File: src/rtl/mem_block_server_pkg.sv
// ============================================================================
// Module   : mem_block_server_pkg
// Brief    : Shared types and constants for the block-read memory server.
// Revision : 1.0 - initial release
// ============================================================================
`default_nettype none

package mem_block_server_pkg;

    localparam int unsigned c_block_words       = 4;
    localparam int unsigned c_addr_width        = 32;
    localparam int unsigned c_block_offset_bits = $clog2(c_block_words * 4);

    // One cache block: word k sits at index k
    typedef logic [c_block_words-1:0][31:0] block_t;

    typedef enum logic [1:0] {
        ST_IDLE  = 2'd0,
        ST_ISSUE = 2'd1,
        ST_WAIT  = 2'd2,
        ST_DONE  = 2'd3
    } srv_state_t;

    typedef struct packed {
        logic                    valid;
        logic [c_addr_width-1:0] addr;
    } mem_word_req_t;

    typedef struct packed {
        logic        valid;
        logic [31:0] data;
    } mem_word_rsp_t;

    // Byte-offset bits inside a block of the given word count
    function automatic int unsigned block_offset_bits(input int unsigned words);
        return $clog2(words * 4);
    endfunction

endpackage

`default_nettype wire

File: src/rtl/mem_block_server_rr_arbiter.sv
// ============================================================================
// Module   : mem_block_server_rr_arbiter
// Brief    : Combinational round-robin pick: first set request at or after
//            ptr, wrapping modulo N.
// Revision : 1.0 - initial release
// ============================================================================
`default_nettype none

module mem_block_server_rr_arbiter #(
    parameter int unsigned N     = 2,
    parameter int unsigned IDX_W = (N > 1) ? $clog2(N) : 1
) (
    input  logic [N-1:0]     req,
    input  logic [IDX_W-1:0] ptr,
    output logic [IDX_W-1:0] grant_idx,
    output logic             grant_valid
);

    // Scan N positions starting at ptr; the first hit wins
    always_comb begin
        grant_valid = 1'b0;
        grant_idx   = '0;
        for (int i = 0; i < N; i++) begin
            int unsigned      j;
            logic [IDX_W-1:0] jj;
            j  = (32'(ptr) + 32'(i)) % N;
            jj = IDX_W'(j);
            if (!grant_valid && req[jj]) begin
                grant_valid = 1'b1;
                grant_idx   = jj;
            end
        end
    end

endmodule

`default_nettype wire

File: src/rtl/mem_block_server.sv
// ============================================================================
// Module   : mem_block_server
// Brief    : Serves block reads from PORT_CNT initiators as BLOCK_WORDS
//            sequential word reads on one downstream port, round-robin.
//            Optional macro MEM_BLOCK_SERVER_STATS_EN adds served_cnt and
//            busy_cycles saturating counters.
// Revision : 1.0 - initial release
// ============================================================================
`default_nettype none

module mem_block_server
    import mem_block_server_pkg::*;
#(
    parameter int unsigned PORT_CNT    = 2,
    parameter int unsigned BLOCK_WORDS = 4,
    parameter int unsigned ADDR_WIDTH  = 32
) (
    input  logic                                clk,
    input  logic                                rst,
    input  logic                                en,
    input  logic [PORT_CNT-1:0]                 req_valid,
    input  logic [PORT_CNT-1:0][ADDR_WIDTH-1:0] req_addr,
    output logic [PORT_CNT-1:0]                 rsp_valid,
    output logic [BLOCK_WORDS-1:0][31:0]        rsp_data,
    output logic                                mem_req_valid,
    output logic [ADDR_WIDTH-1:0]               mem_req_addr,
    input  logic                                mem_req_rdy,
    input  logic                                mem_rsp_valid,
    input  logic [31:0]                         mem_rsp_data
`ifdef MEM_BLOCK_SERVER_STATS_EN
    ,
    output logic [PORT_CNT-1:0][31:0]           served_cnt,
    output logic [31:0]                         busy_cycles
`endif
);

    localparam int unsigned c_idx_w    = (PORT_CNT > 1) ? $clog2(PORT_CNT) : 1;
    localparam int unsigned c_k_w      = $clog2(BLOCK_WORDS);
    localparam int unsigned c_off_bits = block_offset_bits(BLOCK_WORDS);
    localparam logic [ADDR_WIDTH-1:0] c_off_mask =
        ADDR_WIDTH'((64'd1 << c_off_bits) - 64'd1);

    srv_state_t                    state_q, state_d;
    logic [c_idx_w-1:0]            port_q, port_d;
    logic [c_idx_w-1:0]            rr_ptr_q, rr_ptr_d;
    logic [ADDR_WIDTH-1:0]         base_q, base_d;
    logic [c_k_w-1:0]              k_q, k_d;
    logic [BLOCK_WORDS-1:0][31:0]  buf_q, buf_d;
    logic [PORT_CNT-1:0]           rsp_valid_q, rsp_valid_d;
    logic [BLOCK_WORDS-1:0][31:0]  rsp_data_q, rsp_data_d;

    logic [c_idx_w-1:0]            w_grant_idx;
    logic                          w_grant_valid;
    logic [ADDR_WIDTH-1:0]         w_sel_addr;
    logic [ADDR_WIDTH-1:0]         w_aligned;
    logic [ADDR_WIDTH-1:0]         w_word_off;

    mem_block_server_rr_arbiter #(
        .N     (PORT_CNT),
        .IDX_W (c_idx_w)
    ) u_arb (
        .req         (req_valid),
        .ptr         (rr_ptr_q),
        .grant_idx   (w_grant_idx),
        .grant_valid (w_grant_valid)
    );

    assign w_sel_addr    = req_addr[w_grant_idx];
    assign w_aligned     = w_sel_addr & ~c_off_mask;
    assign w_word_off    = ADDR_WIDTH'({k_q, 2'b00});
    assign mem_req_valid = (state_q == ST_ISSUE);
    assign mem_req_addr  = base_q + w_word_off;
    assign rsp_valid     = rsp_valid_q;
    assign rsp_data      = rsp_data_q;

    // Next-state logic: arbitrate, issue one word, wait for it, repeat, return
    always_comb begin
        state_d     = state_q;
        port_d      = port_q;
        rr_ptr_d    = rr_ptr_q;
        base_d      = base_q;
        k_d         = k_q;
        buf_d       = buf_q;
        rsp_valid_d = '0;
        rsp_data_d  = rsp_data_q;
        case (state_q)
            ST_IDLE: begin
                if (w_grant_valid) begin
                    port_d  = w_grant_idx;
                    base_d  = w_aligned;
                    k_d     = '0;
                    state_d = ST_ISSUE;
                end
            end
            ST_ISSUE: begin
                if (mem_req_rdy) begin
                    state_d = ST_WAIT;
                end
            end
            ST_WAIT: begin
                if (mem_rsp_valid) begin
                    buf_d[k_q] = mem_rsp_data;
                    if (k_q == c_k_w'(BLOCK_WORDS - 1)) begin
                        state_d = ST_DONE;
                    end else begin
                        k_d     = k_q + c_k_w'(1);
                        state_d = ST_ISSUE;
                    end
                end
            end
            ST_DONE: begin
                rsp_valid_d[port_q] = 1'b1;
                rsp_data_d          = buf_q;
                rr_ptr_d            = (port_q == c_idx_w'(PORT_CNT - 1)) ?
                                      '0 : port_q + c_idx_w'(1);
                k_d                 = '0;
                state_d             = ST_IDLE;
            end
            default: begin
                state_d = ST_IDLE;
            end
        endcase
    end

    // State registers; en low freezes everything, reset drops partial blocks
    always_ff @(posedge clk) begin
        if (rst) begin
            state_q     <= ST_IDLE;
            port_q      <= '0;
            rr_ptr_q    <= '0;
            base_q      <= '0;
            k_q         <= '0;
            buf_q       <= '0;
            rsp_valid_q <= '0;
            rsp_data_q  <= '0;
        end else if (en) begin
            state_q     <= state_d;
            port_q      <= port_d;
            rr_ptr_q    <= rr_ptr_d;
            base_q      <= base_d;
            k_q         <= k_d;
            buf_q       <= buf_d;
            rsp_valid_q <= rsp_valid_d;
            rsp_data_q  <= rsp_data_d;
        end
    end

`ifdef MEM_BLOCK_SERVER_STATS_EN
    logic [PORT_CNT-1:0][31:0] served_cnt_q, served_cnt_d;
    logic [31:0]               busy_q, busy_d;

    // Saturating per-port service counts and non-idle cycle count
    always_comb begin
        served_cnt_d = served_cnt_q;
        busy_d       = busy_q;
        for (int i = 0; i < PORT_CNT; i++) begin
            if (rsp_valid_d[i] && (served_cnt_q[i] != 32'hFFFF_FFFF)) begin
                served_cnt_d[i] = served_cnt_q[i] + 32'd1;
            end
        end
        if ((state_q != ST_IDLE) && (busy_q != 32'hFFFF_FFFF)) begin
            busy_d = busy_q + 32'd1;
        end
    end

    // Counter registers, advanced only in enabled cycles
    always_ff @(posedge clk) begin
        if (rst) begin
            served_cnt_q <= '0;
            busy_q       <= '0;
        end else if (en) begin
            served_cnt_q <= served_cnt_d;
            busy_q       <= busy_d;
        end
    end

    assign served_cnt  = served_cnt_q;
    assign busy_cycles = busy_q;
`endif

endmodule

`default_nettype wire

File: config.mk
export PLATFORM = sky130hd
export DESIGN_NAME = mem_block_server
export DESIGN_NICKNAME = d
export VERILOG_FILES = /design/src/rtl/mem_block_server_pkg.sv /design/src/rtl/mem_block_server_rr_arbiter.sv /design/src/rtl/mem_block_server.sv
export SDC_FILE = /design/constraint.sdc
export NUM_CORES = 1
export LEC_CHECK = 0
export ABC_AREA = 1
export CORE_MARGIN = 1.5
export CORE_UTILIZATION = 25
export DETAILED_ROUTE_END_ITERATION = 6
export HOLD_SLACK_MARGIN = 0.06
export PLACE_DENSITY = 0.45
export SLEW_MARGIN = 20
export SYNTH_ARGS = -nofsm -noshare
export SYNTH_HDL_FRONTEND = slang
export SYNTH_HIERARCHICAL = 1
export SYNTH_SLANG_ARGS = --single-unit
File: constraint.sdc
create_clock -name clk -period 3.2 [get_ports clk]
set_input_delay 0.8 -clock clk [delete_from_list [all_inputs] [get_ports clk]]
set_output_delay 0.8 -clock clk [all_outputs]
set_load 0.05 [all_outputs]
==> impl_metrics.tcl <==
set metrics [dict create \
    grt_max_degree 228 \
    holdWs_ps 444 \
    die_h_um 210 \
    crit_fanout 7 \
    synth.avg_cell_area_um2 7.58 \
    path_cells "nand2_1, inv_1, clkdlybuf4s50_1" \
    synth.area.mux_share 0 \
    antenna_found_initial 0 \
    syn_to_final_growth_pct 39.6 \
    grtUsageTotal 0.160 \
    synth_xor_area_frac 0 \
    fin_skew_ps 21.1 \
    ys_seq_area_frac 0.547 \
    std_cell_rows 75 \
    p_int_mw 6.39 \
    period_share 0.900 \
    wl_mm 36.1 \
    ant_nets 0 \
    fin_nets 1715 \
    synth_seq_cells 292 \
    ir_worst_vdd_uv 298 \
    fin_ws_ps 318 \
    drv_cap 0 \
    comb_power_share 0.087 \
    pwr-share-clk 0.474 \
    drc 0 \
    clk_pin_slew_ps 60 \
    gr-usage-met2 0.245 \
    outcome "finished clean" \
    worst_setup_path_start_kind "flop" \
    finalHoldViolCount 0 \
    cts_resized 0 \
    n_antenna_cell 0 \
    gp_congestion 0.745 \
    port_buffers 255 \
    cts_tree "done" \
    crit_family "buffers and inverters" \
    routedWlPerCell_um 16.6 \
    vias 9744 \
    cts_max_path_buffers 3 \
    grt_pass1_vias 9333 \
    finalSetupViolations 0 \
    max_freq_mhz 347 \
    drt_iter0_drc 530 \
    worst_pin_slew_ps 1380 \
    rsz0062_at_grt "no" \
    dp_hpwl_mm 23.1 \
    root_buffer "clkbuf_16" \
    cts_sinks 292 \
    maxSlewViolCount 0 \
    drt_pre_antenna_iters 5 \
    switching_power_mw 2.10 \
    h-tree-depth 2 \
    final.setup.tns_ps 0 \
    cp_slowest_cell "clkdlybuf4s50_1" \
    synth_area_mm2 0.0107 \
    leakage_nw 5.14 \
    power.density_mw_per_mm2 569 \
    max_stage_delay_ps 820 \
    crit_path_end_kind "output pin" \
    required_ps 2400 \
    cts_hold_buf 0 \
    post_cts_buffers 0 \
    vias_per_cell 4.48 \
    synth_fa_ha_area_frac 0.00468 \
    use_met1 0.221 \
    final_cell_mix "nand2_1, dfxtp_1, a21oi_1, clkdlybuf4s50_1, nand3_1" \
    cts_buffers 34 \
    drive_gt1_frac 0.0502 \
    layout_commonest_cell "nand2_1" \
    grt.busiest_layer "met2" \
    dieArea_mm2 0.0440 \
    cp_num_buf_inv 2 \
    arrival_ps 2080 \
    synth-simple-area-share 0.217 \
    fp.dieW_um 210 \
    start_util 0.254 \
    synth_cell_types 18 \
    pwr-share-seq 0.439 \
    synth_top_family_by_area "simple AND/OR/NAND/NOR gates" \
    holdCritPathClass "flop to flop" \
    slew_headroom 0.0805 \
    min_period_ps 2880 \
    synth_compound_area_frac 0.163 \
    synthCells 1409 \
    pre_cts_slack_ps 435 \
    grt-ovfl-total 0 \
    synth_warnings 6 \
    core_area_mm2 0.0420 \
    io_pins 266 \
    swShare 0.248 \
    grt_pass1_wl_mm 54.8 \
    worstSetupPathType "flop to output pin" \
    total_power_mw 8.49 \
    clk_latency_ps 530 \
    grt_util_met3 0.0488 \
]
==> power groups by stage <==
stage	registers (mW)	logic, mW	clock network [mW]
floorplan	3.93	0.266	0
global placement	3.80	0.757	0
detailed placement	3.80	0.753	0
CTS	3.73	0.754	4.16
global route	3.73	0.802	4.30
finish	3.73	0.743	4.02
==> registers in the layout, summed over array words and instances (netlist names) <==
register and count:
buf_q 128, rsp_data 128, base_q 28, k_q 2
rsp_valid 2, state_q 2, port_q 1, rr_ptr_q 1
==> cell families (layout without fill, tap and decap cells) <==
logic type,after synthesis,in the layout
simple gates,580,580
compound gates,348,348
flops,292,292
buf+inv,184,408
fa+ha+maj,4,4
other cells,1,2
==> tightest hold or removal path, cell delays in order (launching register included) <==
cell     delay, ps
dfxtp_1        300
inv_1           50
a21oi_1         50
==> final timing paths <==
check                           from                       to  slack, ps  cells after the start
max          state_q[0]$_SDFFE_PP0P_            mem_req_valid        320                      3
max reg2reg      k_q[0]$_SDFFE_PP0P_   buf_q[25]$_SDFFE_PP0P_       1360                      7
min          base_q[26]$_SDFFE_PP0P_  base_q[26]$_SDFFE_PP0P_        440                      2
min reg2reg  base_q[26]$_SDFFE_PP0P_  base_q[26]$_SDFFE_PP0P_        440                      2
==> metrics by stage <==
| step | cells | instance area [um^2] | util |
|---|---|---|---|
| after floorplan | 1410 | 10700 | - |
| final | 2173 | 14900 | 0.355 |
| after global routing | 2173 | 14900 | 0.355 |
| after CTS | 2173 | 14900 | 0.355 |
| after detailed placement | 2111 | 13700 | 0.327 |
| after global placement | 2111 | 13700 | 0.327 |
==> synth_stat cells (all sizes together) <==
| master | number | share of area |
|---|---|---|
| conb | 1 | 0.00035 |
| buf | 23 | 0.011 |
| a21oi | 256 | 0.12 |
| nand2 | 396 | 0.14 |
| nand3 | 102 | 0.048 |
| nor2 | 79 | 0.028 |
| clkbuf | 89 | 0.031 |
| dfxtp | 292 | 0.55 |
| nor3 | 2 | 0.0014 |
| inv | 72 | 0.025 |
| a22oi | 1 | 0.00070 |
| o21ai | 91 | 0.043 |
| ha | 4 | 0.0047 |
| or2 | 1 | 0.00059 |
==> layer usage <==
| layer | vias up | share of wire |
|---|---|---|
| met1 | 4475 | 0.47 |
| met5 | - | 0 |
| met4 | 0 | 0.015 |
| met3 | 35 | 0.080 |
| met2 | 283 | 0.43 |
| li1 | 4951 | - |
==> cell type report <==
type / count / area, um^2
Clock inverter: 11 / 155
Timing Repair Buffer: 274 / 2800
Fill cell: 4482 / 27100
Sequential cell: 292 / 5850
Clock buffer: 51 / 1020
Inverter: 72 / 273
Multi-Input combinational cell: 934 / 4150
Tap cell: 539 / 674
Power figures use the tool's default switching activity.
